`src/rtl/usb_rx_unstuff.sv`:
```
// USB receive front end: NRZI decode, SYNC hunt, bit unstuffing and EOP framing.
// Emits unstuffed bits with zero latency alongside done/rx_err strobes for the packet decoder.
module usb_rx_unstuff #(
  parameter int MAX_BITS   = 99,
  parameter int STUFF_RUN  = 6,
  parameter int IDLE_J_RUN = 8
) (
  input  logic       clk,
  input  logic       rst,
  input  logic       sample_en,
  input  logic       dp,
  input  logic       dm,
  output logic       bit_out,
  output logic       bit_avail,
  output logic       done,
  output logic       rx_err,
  output logic [6:0] bit_count,
  output logic       busy
);

  localparam int ONES_W = $clog2(STUFF_RUN + 1);
  localparam int JRUN_W = $clog2(IDLE_J_RUN + 1);

  typedef enum logic [2:0] {IDLE, DATA, EOP1, EOP2, ERR} state_t;

  state_t              state_reg, state_next;
  logic                prev_j_reg, prev_j_next;
  logic [ONES_W-1:0]   ones_reg, ones_next;
  logic [7:0]          hist_reg, hist_next;
  logic [3:0]          hist_cnt_reg, hist_cnt_next;
  logic [6:0]          count_reg, count_next;
  logic [JRUN_W-1:0]   jrun_reg, jrun_next;
  logic                se0_seen_reg, se0_seen_next;

  logic line_se0, line_se1, is_j, is_k, d, adv;
  logic emit, done_c, err_c;
  logic [7:0] hist_shift;

  // SE1 shares the SE0 path for EOP purposes; DATA singles it out as a framing error.
  assign line_se0   = (dp == dm);
  assign line_se1   = dp & dm;
  assign is_j       = dp & ~dm;
  assign is_k       = ~dp & dm;
  assign d          = ~(dp ^ prev_j_reg);
  assign adv        = sample_en & ~rst;
  assign hist_shift = {hist_reg[6:0], d};

  always_comb begin
    state_next    = state_reg;
    prev_j_next   = prev_j_reg;
    ones_next     = ones_reg;
    hist_next     = hist_reg;
    hist_cnt_next = hist_cnt_reg;
    count_next    = count_reg;
    jrun_next     = jrun_reg;
    se0_seen_next = se0_seen_reg;
    emit          = 1'b0;
    done_c        = 1'b0;
    err_c         = 1'b0;

    if (adv) begin
      if (!line_se0)
        prev_j_next = dp;
      case (state_reg)
        IDLE: begin
          if (line_se0) begin
            hist_next     = 8'd0;
            hist_cnt_next = 4'd0;
          end else begin
            hist_next     = hist_shift;
            hist_cnt_next = (hist_cnt_reg == 4'd8) ? 4'd8 : hist_cnt_reg + 4'd1;
            // An all-zero history left by reset would otherwise match on the first J.
            if (hist_cnt_reg >= 4'd7 && hist_shift == 8'b0000_0001) begin
              state_next = DATA;
              count_next = 7'd0;
              ones_next  = ONES_W'(1);
            end
          end
        end
        DATA: begin
          if (line_se1) begin
            state_next = ERR;
            err_c      = 1'b1;
          end else if (line_se0) begin
            state_next = EOP1;
          end else if (ones_reg == ONES_W'(STUFF_RUN)) begin
            if (d) begin
              state_next = ERR;
              err_c      = 1'b1;
            end else begin
              ones_next = '0;
            end
          end else if (count_reg == 7'(MAX_BITS)) begin
            state_next = ERR;
            err_c      = 1'b1;
          end else begin
            emit       = 1'b1;
            count_next = count_reg + 7'd1;
            ones_next  = d ? ones_reg + ONES_W'(1) : '0;
          end
        end
        EOP1: begin
          if (line_se0) begin
            state_next = EOP2;
          end else begin
            state_next = ERR;
            err_c      = 1'b1;
          end
        end
        EOP2: begin
          if (is_j) begin
            state_next = IDLE;
            if (count_reg >= 7'd8) done_c = 1'b1;
            else                   err_c  = 1'b1;
          end else begin
            state_next = ERR;
            err_c      = 1'b1;
          end
        end
        ERR: begin
          if (is_j) begin
            se0_seen_next = 1'b0;
            if (se0_seen_reg || jrun_reg == JRUN_W'(IDLE_J_RUN - 1))
              state_next = IDLE;
            else
              jrun_next = jrun_reg + JRUN_W'(1);
          end else if (is_k) begin
            jrun_next     = '0;
            se0_seen_next = 1'b0;
          end else begin
            jrun_next     = '0;
            se0_seen_next = 1'b1;
          end
        end
        default: state_next = IDLE;
      endcase

      if (state_next == ERR && state_reg != ERR) begin
        jrun_next     = '0;
        se0_seen_next = 1'b0;
      end
      if (state_next == IDLE && state_reg != IDLE) begin
        hist_next     = 8'd0;
        hist_cnt_next = 4'd0;
      end
    end
  end

  always_ff @(posedge clk) begin
    if (rst) begin
      state_reg    <= IDLE;
      prev_j_reg   <= 1'b1;
      ones_reg     <= '0;
      hist_reg     <= 8'd0;
      hist_cnt_reg <= 4'd0;
      count_reg    <= 7'd0;
      jrun_reg     <= '0;
      se0_seen_reg <= 1'b0;
    end else begin
      state_reg    <= state_next;
      prev_j_reg   <= prev_j_next;
      ones_reg     <= ones_next;
      hist_reg     <= hist_next;
      hist_cnt_reg <= hist_cnt_next;
      count_reg    <= count_next;
      jrun_reg     <= jrun_next;
      se0_seen_reg <= se0_seen_next;
    end
  end

  assign bit_avail = emit;
  assign bit_out   = emit & d;
  assign done      = done_c;
  assign rx_err    = err_c;
  assign bit_count = count_reg;
  assign busy      = (state_reg == DATA) || (state_reg == EOP1) || (state_reg == EOP2);

endmodule

```
`config.mk`:
```
export PLATFORM = sky130hd
export DESIGN_NAME = usb_rx_unstuff
export DESIGN_NICKNAME = d
export VERILOG_FILES = /design/src/rtl/usb_rx_unstuff.sv
export SDC_FILE = /design/constraint.sdc
export NUM_CORES = 1
export LEC_CHECK = 0
export CORE_ASPECT_RATIO = 1.1
export CORE_MARGIN = 4
export CORE_UTILIZATION = 45
export DETAILED_ROUTE_END_ITERATION = 7
export PLACE_DENSITY = 0.68
export SETUP_SLACK_MARGIN = 0.1
export SKIP_CTS_REPAIR_TIMING = 1
export SYNTH_ARGS = -nofsm -noshare
export SYNTH_HDL_FRONTEND = slang
export SYNTH_SLANG_ARGS = --single-unit
export TNS_END_PERCENT = 50
```
`constraint.sdc`:
```
create_clock -name clk -period 3.35 [get_ports clk]
set_clock_uncertainty 0.15 [all_clocks]
set_input_delay 0.8375 -clock clk [delete_from_list [all_inputs] [get_ports clk]]
set_output_delay 0.8375 -clock clk [all_outputs]
set_load 0.02 [all_outputs]
```
==> results.sh <==
export IMPL_fin_crit_ns=3.142
export IMPL_p_seq_frac=0.462
export IMPL_setup_ws_ns=0.2083
export IMPL_cp_required_ns=2.36
export IMPL_synthArstFlopShare=0
export IMPL_r2r_cells=9
export IMPL_p_switching_w=0.0001851
export IMPL_vias=1671
export IMPL_fp_dieH_um=74.39
export IMPL_syn_nets=231
export IMPL_rsz0062_at_grt="no"
export IMPL_arrival_ns=2.15
export IMPL_muxShareOfSynthArea=0.02221
export IMPL_peakVddDrop_mv=0.2037
export IMPL_clock_sinks=30
export IMPL_fmax_mhz=318.3
export IMPL_drc=0
export IMPL_initial_core_util=0.4819
export IMPL_cts_buffer_depth=2
export IMPL_portBuffers=16
export IMPL_pwr_density_cell_mw_per_mm2=343.2
export IMPL_gp_congestion=0.8645
export IMPL_synth_adder_area_share=0.06246
export IMPL_fin_setup_tns_ns=0
export IMPL_syn_inst=217
export IMPL_dieArea_mm2=0.005084
export IMPL_crit_buf_inv=3
export IMPL_drive_above_1_share=0.1907
export IMPL_setup_violations=0
export IMPL_drt_vias_per_instance=5.443
export IMPL_yosys_area_share_simple=0.2665
export IMPL_cts_tree="done"
export IMPL_top_level_ports=17
export IMPL_synth_top_area_share=0.3331
export IMPL_antenna_found_initial=0
export IMPL_fin_util=0.6174
export IMPL_cts_buffers=5
export IMPL_path_cells="clkbuf_2, ha_2, nor2_2, nand2b_1, nor4_4, buf_4, dlymetal6s2s_1"
export IMPL_place_ws_ns=-0.6190
export IMPL_coreArea_mm2=0.003741
export IMPL_synth_top_family_by_area="simple AND/OR/NAND/NOR gates"
export IMPL_numPlacedInstances=299
export IMPL_grt_max_degree=20
export IMPL_sw_frac_of_total=0.2335
export IMPL_p_int_w=0.0006076
export IMPL_grt_busiest_layer="met2"
export IMPL_clk_latency_ns=0.28
export IMPL_worst_setup_path_end_kind="primary output"
export IMPL_clk_pin_slew_worst_paths_ns=0.06
export IMPL_p_leak_nw=0.9386
export IMPL_n_antenna_cell=0
export IMPL_routed_wl_um=4119
export IMPL_die_width_um=68.35
export IMPL_cp_slowest_stage_delay_ns=0.32
export IMPL_grtUsageMet3=0.04683
export IMPL_hold_viol_final=0
export IMPL_cap_violations=0
export IMPL_stdcell_count=307
export IMPL_synth_warnings=0
export IMPL_grt_pass1_vias=1531
export IMPL_grt_met1_usage=0.2526
export IMPL_path_max_fanout=4
export IMPL_grt_pass1_wl_um=7065
export IMPL_min_path_type="reg2reg"
export IMPL_nFillCells=335
export IMPL_yosys_area_top_type="dfxtp_1"
export IMPL_syn2layout_area_growth_pct=28.11
export IMPL_grt_ovfl_total=0
export IMPL_cp_num_cells=7
export IMPL_synth_compound_area_frac=0.2262
export IMPL_holdPathStages=2
export IMPL_power_share_combinational=0.106
export IMPL_crit_family="simple AND/OR/NAND/NOR gates"
export IMPL_firstDrtPassIters=4
export IMPL_start_kind="input pin"
export IMPL_ys_flop_type="dfxtp_1"
export IMPL_hpwl_um=3023
export IMPL_h_tree_depth=2
export IMPL_route_detailed_wl_per_inst_um=13.42
export IMPL_cts_root_buf="clkbuf_8"
export IMPL_ys_seq_elements=30
export IMPL_report_final_slew_viol_count=0
export IMPL_critPathKind="in2out"
export IMPL_seq_area_frac_synth=0.3331
export IMPL_status="finished clean"
export IMPL_worstMarginPinSlew_ns=0.5835
export IMPL_met2_usage=0.2773
export IMPL_synth_area_leaders="dfxtp_1, ha_1, nand2_1, o21ai_0, nor2_1"
export IMPL_postRouteAntennaNets=0
export IMPL_relSlewSlack=0.6069
export IMPL_synth_avg_cell_area_um2=8.309
export IMPL_clockPowerShare=0.431
export IMPL_layout_nets=270
export IMPL_hold_slack_ns=0.3057
export IMPL_final_cell_mix="dfxtp_1, buf_4, nand2_1"
export IMPL_synth_xor_area_frac=0.03956
export IMPL_rows=23
export IMPL_synth_edf_count=0
export IMPL_mostFrequentLayoutCell="dfxtp_1"
export IMPL_grt_usage=0.1847
export IMPL_slowest_stage="nor4_4"
export IMPL_syn_area_mm2=0.001803
export IMPL_post_route_period_util=0.9378
export IMPL_ys_types=54
export IMPL_drt_iter0_markers=45
worst paths after layout:
kind / from / slack (ns) / end
setup / recovery: dp / 0.21 / bit_avail
hold reg to reg: hist_reg[6] / 0.31 / hist_reg[6]
hold / removal: hist_reg[6] / 0.31 / hist_reg[6]
setup reg to reg: state_reg[2] / 0.85 / hist_reg[0]
per-layer routing:
metal / vias to the layer above / share of wire
met4: 0 / 0.017
met1: 775 / 0.49
met3: 6 / 0.045
met5: - / 0
met2: 35 / 0.45
li1: 855 / -
power groups by stage:
stage	sequential [W]	clock (W)	combinational, W
global placement	0.000374	0	0.0000815
CTS	0.000366	0.000352	0.0000825
finish	0.000366	0.000342	0.0000843
global route	0.000367	0.000372	0.0000922
floorplan	0.000373	0	0.0000473
detailed placement	0.000375	0	0.0000820
cell usage after synthesis (5+ instances only):
library cell  count
dfxtp_1          30
a21oi_1           6
o21ai_0          17
xor2_1            5
and2_1            5
nor2_1           21
ha_1              9
inv_1            12
clkbuf_1          5
nand2b_1          6
nand3_1          14
nand2_1          23
layout make-up:
| type | instances | area, µm² | area share |
|---|---|---|---|
| multi-input combinational | 166 | 1141 | 0.4940 |
| sequential | 30 | 600.6 | 0.2600 |
| timing repair buffer | 41 | 350.3 | 0.1517 |
| inverter | 12 | 45.04 | 0.01950 |
| clock buffer | 8 | 110.1 | 0.04767 |
| tap | 50 | 62.56 | 0.02709 |
logic make-up after synthesis:
group,after synthesis
xor+xnor,6
mux,4
buf+inv,21
simple gates,93
fa+ha+maj,9
compound gates,54
flops,30
worst register-to-register path: stages, from the launching register on:
cell	delay, ns
dfxtp_1	0.32
buf_4	0.16
or3_4	0.41
nor3_2	0.22
nand3_2	0.18
o21ai_0	0.38
o32ai_2	0.16
buf_4	0.21
nand3_1	0.10
o21ai_0	0.09
stage by stage:
stage	power (W)	instance area, µm²
floorplan	0.0004206	1809
global placement	0.0004557	2175
detailed placement	0.0004566	2175
CTS	0.0008005	2285
global route	0.0008311	2310
finish	0.0007927	2310
Note: power is estimated with default switching activity, not from simulation.
